==> src/rtl/eccdh_host_sequencer.sv <==
// eccdh_host_sequencer: host-side start/done sequencer for the ECCDH3DES controller (ECC pass 1, ECC pass 2, DES session).
module eccdh_host_sequencer #(
  parameter int              TO_W         = 24,
  parameter logic [TO_W-1:0] ECC_TIMEOUT  = 24'd1_000_000,
  parameter int              INIT_CYCLES  = 50,
  parameter int              BLOCK_CYCLES = 2,
  parameter int              DRAIN_CYCLES = 50
) (
  input  logic         clk,
  input  logic         n_rst,
  input  logic         go,
  input  logic         run_ecc1,
  input  logic         run_ecc2,
  input  logic         run_des,
  input  logic [15:0]  num_blocks,
  input  logic         ecc1_done,
  input  logic         ecc2_done,
  input  logic [163:0] PuX,
  input  logic [163:0] PuY,
  output logic         ecc_start1,
  output logic         ecc_start2,
  output logic         des_start,
  output logic [163:0] pub_x,
  output logic [163:0] pub_y,
  output logic         blk_strobe,
  output logic         busy,
  output logic         done,
  output logic         err_timeout
);
  typedef enum logic [3:0] {
    IDLE, E1_REQ, E1_WAIT, E2_REQ, E2_WAIT, D_INIT, D_DATA, D_DRAIN, FINISH, ERROR
  } state_t;
  state_t state, nxt, after_e1, after_e2;
  logic [TO_W-1:0] cnt;
  logic [15:0]     blk, nb;
  logic            run2, rund, blk_end;
  assign blk_end = cnt == TO_W'(BLOCK_CYCLES - 1);
  always_comb begin
    after_e2 = rund ? D_INIT : FINISH;
    after_e1 = run2 ? E2_REQ : after_e2;
    nxt = state;
    case (state)
      IDLE:    nxt = !go ? IDLE : run_ecc1 ? E1_REQ : run_ecc2 ? E2_REQ : run_des ? D_INIT : FINISH;
      E1_REQ:  nxt = E1_WAIT;
      E1_WAIT: nxt = ecc1_done ? after_e1 : cnt == ECC_TIMEOUT - 1'b1 ? ERROR : E1_WAIT;
      E2_REQ:  nxt = E2_WAIT;
      E2_WAIT: nxt = ecc2_done ? after_e2 : cnt == ECC_TIMEOUT - 1'b1 ? ERROR : E2_WAIT;
      D_INIT:  nxt = cnt != TO_W'(INIT_CYCLES - 1) ? D_INIT : nb == 16'd0 ? D_DRAIN : D_DATA;
      D_DATA:  nxt = (blk_end && blk == nb - 16'd1) ? D_DRAIN : D_DATA;
      D_DRAIN: nxt = cnt == TO_W'(DRAIN_CYCLES - 1) ? FINISH : D_DRAIN;
      default: nxt = IDLE;
    endcase
  end
  // outputs are registered from the next state so they line up with the state they belong to
  always_ff @(posedge clk or negedge n_rst) begin
    if (!n_rst) begin
      state       <= IDLE;
      cnt         <= '0;
      blk         <= '0;
      nb          <= '0;
      run2        <= 1'b0;
      rund        <= 1'b0;
      pub_x       <= '0;
      pub_y       <= '0;
      ecc_start1  <= 1'b0;
      ecc_start2  <= 1'b0;
      des_start   <= 1'b0;
      blk_strobe  <= 1'b0;
      busy        <= 1'b0;
      done        <= 1'b0;
      err_timeout <= 1'b0;
    end else begin
      state <= nxt;
      cnt   <= (nxt != state || (state == D_DATA && blk_end)) ? '0 : cnt + 1'b1;
      blk   <= state != D_DATA ? '0 : blk_end ? blk + 16'd1 : blk;
      if (state == IDLE && go) begin
        run2 <= run_ecc2;
        rund <= run_des;
        nb   <= num_blocks;
      end
      if (state == E1_WAIT && ecc1_done) begin
        pub_x <= PuX;
        pub_y <= PuY;
      end
      ecc_start1  <= nxt == E1_REQ;
      ecc_start2  <= nxt == E2_REQ;
      des_start   <= nxt == D_INIT || nxt == D_DATA;
      blk_strobe  <= nxt == D_DATA && (state != D_DATA || blk_end);
      busy        <= nxt != IDLE;
      done        <= nxt == FINISH;
      err_timeout <= (state == IDLE && go) ? 1'b0 : err_timeout | (nxt == ERROR);
    end
  end
endmodule

==> config.mk <==
export PLATFORM = sky130hd
export DESIGN_NAME = eccdh_host_sequencer
export DESIGN_NICKNAME = d
export VERILOG_FILES = /design/src/rtl/eccdh_host_sequencer.sv
export SDC_FILE = /design/constraint.sdc
export NUM_CORES = 1
export LEC_CHECK = 0
export CAP_MARGIN = 20
export CORE_AREA = 3 3 263 265
export DETAILED_ROUTE_END_ITERATION = 6
export DIE_AREA = 0 0 266 268
export SYNTH_ARGS = -nofsm -noshare
export SYNTH_HDL_FRONTEND = slang
export SYNTH_SLANG_ARGS = --single-unit
==> constraint.sdc <==
create_clock -name clk -period 2.6 [get_ports clk]
set_input_delay 0.52 -clock clk [delete_from_list [all_inputs] [get_ports clk]]
set_output_delay 0.52 -clock clk [all_outputs]
set_load 0.02 [all_outputs]
==> reports/qor.yml <==
placement:
  gp_congestion: 0.837
  dp_cells: 2717
  port_buffers: 686
  placed_cell_area_sq_mm: 0.0248
  dp_hpwl_um: 45100
floorplan:
  die_area_sq_mm: 0.0713
  coreArea_sq_mm: 0.0670
  die_y_um: 268
  row_count: 95
  initial_core_util: 0.243
  io-pin-count: 687
  die_x_um: 266
timing:
  relSlewSlack: 0.549
  worst_pin_slew_ps: 677
  grt_setup_unrepaired: "true"
  finalSetupViolations: 4
  finalHoldViolations: 0
  drv_slew: 0
  fin_worst_skew_ps: 38.1
  max_freq_ghz: 0.383
  whs_ps: 500
  setup_slack_ps: -12.6
  period_needed_ps: 2610
  timing.final.crit_share: 1.00
run_status:
  status: "finished with violations"
  violations: "negative setup slack"
grt:
  antenna_found_initial: 11
  gr-total-overflow: 0
  grt_max_degree: 76
  first_global_vias: 13400
  track_usage: 0.157
  grt_pass1_wl_um: 85100
synth:
  synthFlopType: "dfrtp_1"
  synthesis.area_sq_mm: 0.0163
  yosysTopAreaCell: "dfrtp_1"
  ys_ff_latch: 397
  synth_top_area_frac: 0.610
  ys_top_cells_by_count: "dfrtp_1, mux2_2, nor2_1"
  syn_avg_cell_area_sq_um: 14.3
  synth_warnings: 0
  yosys-top-cells-area: "dfrtp_1, mux2_2, xnor2_1"
  ys_async_sr_fraction: 1.00
  synth_cells: 1137
  synth_nets: 1493
  ys_seq_area_frac: 0.610
  synth.distinct_cells: 63
  synth.most_common_cell: "dfrtp_1"
  synth-edff-count: 0
route:
  final_antenna_net_count: 0
  vias_per_cell: 4.35
  drtPass1Iterations: 5
  wire_per_inst_um: 20.8
  vias: 12200
  drt_iter0_drc: 421
  drt_wl_total_um: 58500
  drc: 0
worst_setup_path:
  crit_chain: "or4_4 -> or3_4 -> buf_6 -> nor4_4 -> buf_4 -> a211oi_2 -> nand2_1 -> buf_12 -> or4_1 -> nor2_4"
  path_class: "reg -> reg"
  cp.required_ps: 3040
  crit_slowest_cell: "or4_4"
  path_max_fanout: 24
  r2r_cells: 10
  crit_path_end_kind: "flop"
  startpoint_type: "flop"
  cpPeakStageDelay_ps: 540
  arrival_ps: 3060
clocking:
  cts_inserted_buffers: 48
  path_clk_slew_ps: 50
  insertion_delay_ps: 590
  clock_sinks: 397
  root_buffer: "clkbuf_16"
  cts_max_level: 2
  tritoncts: "yes"
  clk_path_buf_depth: 3
pwr:
  p_leak_nw: 11.0
  vdd_drop_max_mv: 0.810
  finalPower_mw: 33.7
  pwr_density_cell_mw_per_mm2: 1260
final_layout:
  area_delta_synth_final_pct: 63.6
  fill_cells: 6321
  final_cells: 2815
  drive_gt1_frac: 0.287
  nets: 2257
  design_area_sq_mm: 0.0266
hold_path:
  hold_depth: 1
  worstHoldPathType: "reg -> reg"
flow_run:
  cap_viol_max_count: 0
==> critical path: cells and delay by family, from the launching register on <==
| family | cells | cell delay (ps) |
|---|---|---|
| AOI/OAI and AO/OA | 1 | 60 |
| buffers and inverters | 3 | 480 |
| DFF | 1 | 370 |
| and+or+nand+nor | 6 | 1570 |
==> placed cells by master, fill, tap and decap left out, types with 6 or more instances in the layout <==
cell type / count
inv_1: 14
nor2_1: 42
buf_4: 67
a31oi_1: 6
nand2_1: 23
a21oi_1: 7
dfrtp_1: 397
diode_2: 9
nand3_1: 15
mux2_2: 346
clkbuf_8: 13
clkbuf_1: 7
clkdlybuf4s50_1: 685
or4_1: 27
o21ai_0: 9
xnor2_1: 31
clkbuf_16: 49
nand2b_1: 7
nor2_2: 17
nand4_1: 12
xor2_1: 26
buf_12: 15
nor3_1: 16
nor4_1: 6
==> report_power, final <==
part / internal (mW) / leakage, nW / switching (mW)
clock: 4.15 / 0.799 / 2.69
combinational: 8.37 / 5.40 / 7.72
sequential: 9.03 / 4.83 / 1.70
==> repair_timing <==
action | CTS | global route
cloned | 0 | 2
setup buffers | 1 | 3
pin swaps | 0 | 8
gates resized for setup | 2 | 34
endpoints found under the hold margin | 52 | 0
hold buffers | 1 | 0
endpoints found under the setup margin | 30 | 40
==> path summary, 6_finish.rpt <==
check	start	slack (ps)	endpoint
setup / recovery	cnt[16]$_DFF_PN0_	-10	cnt[2]$_DFF_PN0_
hold / removal	pub_x[75]$_DFFE_PN0P_	500	pub_x[75]$_DFFE_PN0P_
setup reg to reg	cnt[16]$_DFF_PN0_	-10	cnt[2]$_DFF_PN0_
hold reg to reg	pub_x[75]$_DFFE_PN0P_	500	pub_x[75]$_DFFE_PN0P_
max in group asynchronous	n_rst	1220	pub_x[152]$_DFFE_PN0P_
min in group asynchronous	n_rst	520	pub_x[3]$_DFFE_PN0P_
==> kinds of logic (layout without fill, tap and decap cells) <==
group                      count (synthesis)  after routing  synth area share
DFF                                      397            397             0.610
other                                      0              9                 0
AOI/OAI and AO/OA                         43             43            0.0201
buffers and inverters                     72            868            0.0185
xor gates and xnor gates                  59             59            0.0322
muxes                                    348            348             0.241
and+or+nand+nor                          214            214            0.0754
adders and majority gates                  4              4           0.00307
==> final cells by class <==
type / instances / area (sq um) / area share
clock buffer: 68 / 1410 / 0.0528
sequential: 397 / 9930 / 0.373
timing repair buffer: 772 / 7730 / 0.290
antenna: 9 / 22.5 / 0.000846
clock inverter: 14 / 210 / 0.00789
inverter: 14 / 52.6 / 0.00197
multi-input combinational: 668 / 6180 / 0.232
tap: 873 / 1090 / 0.0410
==> sequential cells by signal (all words and copies together) (netlist names) <==
register,flops
pub_x,164
pub_y,164
cnt,24
blk,16
nb,16
state,4
blk_strobe,1
busy,1
des_start,1
done,1
ecc_start1,1
ecc_start2,1
err_timeout,1
run2,1
rund,1
==> per-layer routing <==
metal  share of wire  track usage  up-vias
met2            0.54        0.285      402
met5         0.00063      0.00264        -
met1            0.37        0.174     6166
li1                -            -     5573
met4           0.026       0.0507        6
met3           0.071       0.0477       90
==> stage by stage <==
| stage | setup WS [ps] | utilization | TNS [ps] |
|---|---|---|---|
| 2_1_floorplan | 84.9 | - | 0 |
| 3_3_place_gp | -25.7 | 0.370 | -114 |
| 3_5_place_dp | -56.9 | 0.370 | -285 |
| 4_1_cts | -22.8 | 0.394 | -60.0 |
| 5_1_grt | -121 | 0.397 | -2870 |
| 6_report | -12.6 | 0.397 | -20.6 |
Note: power is estimated with default switching activity, not from simulation.
